**src/rtl/axil_pkg.sv**
```systemverilog
// Shared definitions for the AXI4-lite register read responder.
// Holds the AXI response codes and the read FSM state encoding.
package axil_pkg;

  // AXI response codes
  localparam logic [1:0] RESP_OKAY   = 2'b00;
  localparam logic [1:0] RESP_SLVERR = 2'b10;
  localparam logic [1:0] RESP_DECERR = 2'b11;

  // Read FSM state encoding
  localparam logic [1:0] ST_IDLE   = 2'd0;
  localparam logic [1:0] ST_ACCESS = 2'd1;
  localparam logic [1:0] ST_RESP   = 2'd2;

endpackage

```
**src/rtl/axil_reg_rd_resp.sv**
```systemverilog
// AXI4-lite read responder. Terminates AR/R from a bus master and drives a
// word-addressed register read port (en/wait/ack) into local logic.
// One read outstanding; out-of-range addresses get DECERR without a backend
// access, and a backend that neither acks nor asserts wait gets SLVERR.
// Ports:
//   clk, rst_n                 clock, asynchronous active-low reset
//   s_axil_ar*                 AXI read address channel (arprot ignored)
//   s_axil_r*                  AXI read data channel, held stable until rready
//   reg_rd_addr / reg_rd_en    word address and request, held through the access
//   reg_rd_wait                backend busy, freezes the timeout count
//   reg_rd_ack / reg_rd_data   completion strobe and read data
module axil_reg_rd_resp
  import axil_pkg::*;
#(
  parameter int unsigned DATA_WIDTH   = 32,
  parameter int unsigned ADDR_WIDTH   = 16,
  parameter int unsigned STRB_WIDTH   = DATA_WIDTH / 8,
  parameter int unsigned DECODE_LIMIT = 0,
  parameter int unsigned TIMEOUT      = 4
) (
  input  logic                                    clk,
  input  logic                                    rst_n,
  input  logic [ADDR_WIDTH-1:0]                   s_axil_araddr,
  input  logic [2:0]                              s_axil_arprot,
  input  logic                                    s_axil_arvalid,
  output logic                                    s_axil_arready,
  output logic [DATA_WIDTH-1:0]                   s_axil_rdata,
  output logic [1:0]                              s_axil_rresp,
  output logic                                    s_axil_rvalid,
  input  logic                                    s_axil_rready,
  output logic [ADDR_WIDTH-$clog2(STRB_WIDTH)-1:0] reg_rd_addr,
  output logic                                    reg_rd_en,
  input  logic                                    reg_rd_wait,
  input  logic                                    reg_rd_ack,
  input  logic [DATA_WIDTH-1:0]                   reg_rd_data
);

  localparam int unsigned AddrShift = $clog2(STRB_WIDTH);
  localparam int unsigned WordW     = ADDR_WIDTH - AddrShift;
  // Keep at least one bit so the counter stays legal when the timeout is disabled
  localparam int unsigned CntW      = (TIMEOUT > 0) ? $clog2(TIMEOUT + 1) : 1;

  logic [1:0]            state_q,   state_d;
  logic                  arready_q, arready_d;
  logic                  rvalid_q,  rvalid_d;
  logic [DATA_WIDTH-1:0] rdata_q,   rdata_d;
  logic [1:0]            rresp_q,   rresp_d;
  logic                  en_q,      en_d;
  logic [WordW-1:0]      addr_q,    addr_d;
  logic [CntW-1:0]       cnt_q,     cnt_d;

  logic dec_err;
  logic unused_arprot;

  assign unused_arprot = ^s_axil_arprot;

  // Full byte address compared before the low bits are dropped
  assign dec_err = (DECODE_LIMIT != 0) && (64'(s_axil_araddr) >= 64'(DECODE_LIMIT));

  always_comb begin
    state_d   = state_q;
    arready_d = arready_q;
    rvalid_d  = rvalid_q;
    rdata_d   = rdata_q;
    rresp_d   = rresp_q;
    en_d      = en_q;
    addr_d    = addr_q;
    cnt_d     = cnt_q;

    unique case (state_q)
      ST_IDLE: begin
        arready_d = 1'b1;
        if (s_axil_arvalid && arready_q) begin
          arready_d = 1'b0;
          addr_d    = s_axil_araddr[ADDR_WIDTH-1:AddrShift];
          if (dec_err) begin
            state_d  = ST_RESP;
            rvalid_d = 1'b1;
            rdata_d  = '0;
            rresp_d  = RESP_DECERR;
          end else begin
            state_d = ST_ACCESS;
            en_d    = 1'b1;
            cnt_d   = '0;
          end
        end
      end

      ST_ACCESS: begin
        // Ack takes priority over a timeout landing in the same cycle
        if (reg_rd_ack) begin
          state_d  = ST_RESP;
          en_d     = 1'b0;
          rvalid_d = 1'b1;
          rdata_d  = reg_rd_data;
          rresp_d  = RESP_OKAY;
        end else if ((TIMEOUT != 0) && !reg_rd_wait) begin
          cnt_d = cnt_q + CntW'(1);
          if (cnt_d == CntW'(TIMEOUT)) begin
            state_d  = ST_RESP;
            en_d     = 1'b0;
            rvalid_d = 1'b1;
            rdata_d  = '0;
            rresp_d  = RESP_SLVERR;
          end
        end
      end

      ST_RESP: begin
        if (s_axil_rready) begin
          state_d   = ST_IDLE;
          rvalid_d  = 1'b0;
          arready_d = 1'b1;
        end
      end

      default: begin
        state_d   = ST_IDLE;
        arready_d = 1'b0;
        rvalid_d  = 1'b0;
        en_d      = 1'b0;
      end
    endcase
  end

  always_ff @(posedge clk or negedge rst_n) begin
    if (!rst_n) begin
      state_q   <= ST_IDLE;
      arready_q <= 1'b0;
      rvalid_q  <= 1'b0;
      rdata_q   <= '0;
      rresp_q   <= RESP_OKAY;
      en_q      <= 1'b0;
      addr_q    <= '0;
      cnt_q     <= '0;
    end else begin
      state_q   <= state_d;
      arready_q <= arready_d;
      rvalid_q  <= rvalid_d;
      rdata_q   <= rdata_d;
      rresp_q   <= rresp_d;
      en_q      <= en_d;
      addr_q    <= addr_d;
      cnt_q     <= cnt_d;
    end
  end

  assign s_axil_arready = arready_q;
  assign s_axil_rvalid  = rvalid_q;
  assign s_axil_rdata   = rdata_q;
  assign s_axil_rresp   = rresp_q;
  assign reg_rd_en      = en_q;
  assign reg_rd_addr    = addr_q;

endmodule

```
**config.mk**
```make
export PLATFORM = sky130hd
export DESIGN_NAME = axil_reg_rd_resp
export DESIGN_NICKNAME = d
export VERILOG_FILES = /design/src/rtl/axil_pkg.sv /design/src/rtl/axil_reg_rd_resp.sv
export SDC_FILE = /design/constraint.sdc
export NUM_CORES = 1
export LEC_CHECK = 0
export CORE_ASPECT_RATIO = 0.8
export CORE_MARGIN = 2
export CORE_UTILIZATION = 23
export DETAILED_ROUTE_END_ITERATION = 8
export GPL_ROUTABILITY_DRIVEN = 0
export REMOVE_ABC_BUFFERS = 1
export SLEW_MARGIN = 20
export SYNTH_ARGS = -nofsm -noshare
export SYNTH_HDL_FRONTEND = slang
export SYNTH_SLANG_ARGS = --single-unit
```
**constraint.sdc**
```tcl
create_clock -name clk -period 2 [get_ports clk]
set_clock_uncertainty 0.1 [all_clocks]
set_input_delay 0.4 -clock clk [delete_from_list [all_inputs] [get_ports clk]]
set_output_delay 0.4 -clock clk [all_outputs]
set_load 0.02 [all_outputs]
```
After elaboration in Yosys (flattened, before gate mapping) --
Index checks and enable logic that the tools add are counted. Widths: inputs -> output; s select.
Word-level totals: register bits 56, input port bits 57, output and inout port bits 51
Operators by class: $add $sub $neg 1, eq/ne operators 10, mux-type cells 27, bitwise operators 3, reductions and logical operators 11
Operator list (count):
- $mux 32 | 3
- $reduce_and 4->1 | 4
- $mux 2 | 6
- $mux 1 | 10
- $mux 3 | 3
- $pmux 1 s3 | 3
- $ne 2x2->1 const B | 4
- $ne 3x3->1 const B | 2
- $pmux 2 s3 | 1
- $pmux 3 s2 | 1
- $reduce_and 2->1 | 2
- $reduce_bool 2->1 | 2
- $add 3x1->3 const B | 1
- $eq 3x3->1 const B | 1
- $not 1->1 | 3
- $reduce_and 3->1 | 1
- $eq 2x1->1 const B | 1
- $eq 2x2->1 const B | 1
- $logic_not 2->1 | 1
- $ne 2x1->1 const B | 1
- $logic_and 1x1->1 | 1

Longest topological paths before layout --
depth in word-level cells 6, mapped depth 6

Worst setup path after synthesis --
No wires, ideal clock.
path kind flip-flop to flip-flop, start point register cnt_q[0], end point register en_q, in the netlist reg_rd_en, arrival 1.377 ns, data required time 1.774 ns, slack 0.397 ns, cell stages (with the launch flop) 5, path buffers 0, period minus slack after synthesis 1.603 ns, cells stage by stage dfrtp_1 ha_1 xnor2_1 o31a_1 a311o_1
Between the ends: cells in the longest elaborated chain, start to end 4
RTL lines:
- start, declared | RTL line axil_reg_rd_resp.sv:50 | logic [CntW-1:0] cnt_q, cnt_d;
- start signal, assigned | RTL line axil_reg_rd_resp.sv:144 | cnt_q <= cnt_d;
- $add 3x1->3 | RTL line axil_reg_rd_resp.sv:98 | cnt_d = cnt_q + CntW'(1);
- $eq 3x3->1 | RTL line axil_reg_rd_resp.sv:99 | if (cnt_d == CntW'(TIMEOUT)) begin
- $ne 3x3->1 (no source line)
- $reduce_and 4->1 (no source line)
- end signal, assigned | RTL line axil_reg_rd_resp.sv:142 | en_q <= en_d;
- end, declared | RTL line axil_reg_rd_resp.sv:48 | logic en_q, en_d;
No other way between the ends. A chain may end at the register's enable or synchronous reset.

Worst setup path in the final report --
start point register arready_q, in the netlist s_axil_arready, end point output port s_axil_arready
RTL lines:
- start, declared | RTL line axil_reg_rd_resp.sv:44 | logic arready_q, arready_d;
- start signal, assigned | RTL line axil_reg_rd_resp.sv:138 | arready_q <= arready_d;
- end, declared | RTL line axil_reg_rd_resp.sv:26 | output logic s_axil_arready,
No word-level cell between the ends.

==> qor.yml <==
status: "complete, no violations"
critical_path.endpoint: "s_axil_arready"
place_inst: 469
vias: 1978
rows: 32
slew_violations: 0
clk_pin_slew_ps: 70
io_buffers: 101
vdd_drop_max_mv: 0.491
max_cap_violations: 0
grt_start_max_net_pins: 40
die_area_um2: 10900
viasPerCell: 4.14
hold_class: "reg2reg"
start_util_pct: 23.8
r2r_start: "cnt_q[0]"
routed_wl_um: 6130
cp_slowest_stage_delay_ps: 630
cts_made_buffers: 5
ys_seq_area_share_pct: 59.5
pin_count: 108
synth_most_common_cell: "nand2_1"
root_buffer: "clkbuf_16"
p_leak_nw: 1.59
reg2reg_slack_ps: 300
antenna_found_initial: 0
period_share_pct: 90.9
cp_data_required_time_ps: 1500
r2r-end: "reg_rd_en"
cp_cell_sequence: "clkdlybuf4s50_1"
startpoint: "s_axil_arready"
worst-path-buf-inv: 1
synth_edf_count: 0
synthTopCellsByArea: "dfrtp_1, nand2_1, o21ai_0, buf_2, buf_6"
crit_slowest_cell: "clkdlybuf4s50_1"
synth_cell_types: 29
synth_top_cell_by_area: "dfrtp_1"
total_power_mw: 5.37
cts.path.max_buffers: 2
worstPathArrival_ps: 1320
async_flop_share_pct: 100
grt_usage_pct: 11.3
hold_violations: 0
gr-total-overflow: 0
ctsHoldBuffers: 1
setup_viol: 0
postCtsResizedCells: 0
core_um2: 9730
cp_num_cells: 1
min_period_ps: 1820
syn-mean-instance-area_um2: 9.63
cp_max_fo: 5
die_h_um: 93.7
layout.cells.non_filler: 478
tns_ps: 0
drc_errors: 0
critical-path-top-delay-family: "buffers and inverters"
rsz0062_at_grt: "no"
die_width_um: 116
critPathLaunchType: "flip-flop"
yosysWarnings: 0
worstSetupEndpointType: "output port"
drive_gt1_share_pct: 6.73
grt_pass1_vias: 1988
power.density_nw_per_um2: 1470
drt-wirelength-per-cell_um: 12.8
ant_nets: 0
first_iter_violations: 136
nNetsFinal: 400
ys.flop_type: "dfrtp_1"
postLayoutCoreUtil_pct: 37.6
reg2reg_depth: 4
syn_area_um2: 2310
first_pass_iters: 4
crit_type: "reg2out"
cts_tree: "built"
num_antenna_cells: 0
grt_pass1_wl_um: 9800
synth_cells: 240
synth_seq_cells: 55
fmax_ghz: 0.550
netlist_top_cells_count: "nand2_1, dfrtp_1, o21ai_0"
post_cts_buffers: 0
yosys.area.top_type_share_pct: 59.5
htreeDepth: 2
hold_slack_ps: 377
clock_latency_ps: 280
synthToLayoutAreaGrowth_pct: 58.2
dpl.hpwl_um: 4320
cts.sinks: 55
kinds of logic after synthesis:
kind of cell    count (synthesis)  synth area share (%)
xor+xnor                        1                 0.379
fa+ha+maj                       2                  1.08
simple gates                  119                  22.7
mux                             2                 0.920
flops                          55                  59.5
compound gates                 42                  10.4
buf+inv                        18                  4.76
other cells                     1                 0.162
worst reg2reg max path, cell delays in order (launching register included):
cell and delay, ps:
dfrtp_1 410, ha_1 240, xnor2_1 180, o31a_1 300
a311o_1 360
through the flow:
step / setup WS (ps) / instance area [um2]
2_1_floorplan: 113 / 2210
3_3_place_gp: 148 / 3490
3_5_place_dp: 106 / 3490
4_1_cts: 158 / 3660
5_1_grt: 119 / 3660
6_report: 182 / 3660
report_power, final:
part           switching (mW)  total [mW]  internal [mW]
Combinational            1.31        2.54           1.23
Sequential              0.312        1.92           1.61
Clock                   0.373       0.907          0.534
worst min path at each step:
| stage | slack (ps) | cells after the start | endpoint | from |
|---|---|---|---|---|
| finish | 380 | 2 | reg_rd_addr[3] | reg_rd_addr[3] |
| global route | 410 | 2 | reg_rd_addr[6] | reg_rd_addr[6] |
| CTS | 380 | 2 | reg_rd_addr[2] | reg_rd_addr[2] |
| detailed placement | 260 | 1 | s_axil_rresp[1] | rst_n |
| global placement | 260 | 1 | s_axil_rresp[1] | rst_n |
| floorplan | 4 | 0 | cnt_q[0] | rst_n |
layout make-up:
type                    count  area (um2)
inverters                   3        11.3
flip-flops and latches     55        1380
multi-input cells         167         826
well taps                 136         170
fillers                   994        6070
repair buffers            109        1120
clock buffers               8         156
state kept, by name, summed over array words and instances, names as in the netlist:
register / count
s_axil_rdata: 32
reg_rd_addr: 14
cnt_q: 3
state_q: 2
reg_rd_en: 1
s_axil_arready: 1
s_axil_rresp: 1
s_axil_rvalid: 1
layer usage:
metal | global-route usage, % | share of wire, % | vias to the layer above
li1 | - | - | 975
met1 | 15.8 | 49 | 940
met2 | 17.9 | 44 | 58
met3 | 3.23 | 6.8 | 5
met4 | 1.79 | 0.44 | 0
met5 | 0 | 0 | -
cell usage in the layout (no fill, tap or decap), types with 2 or more instances in the layout:
cell type        netlist  layout
inv_1                  3       3
a22o_1                 2       2
dfrtp_1               55      55
buf_12                 0       4
nor2b_1                2       2
o21ai_0               34      34
ha_1                   2       2
clkbuf_8               0       2
clkdlybuf4s50_1        0     100
clkbuf_16              0       5
nor2_1                 3       3
nand2_1              107     107
buf_4                  3       3
(Power assumes the default switching activity.)
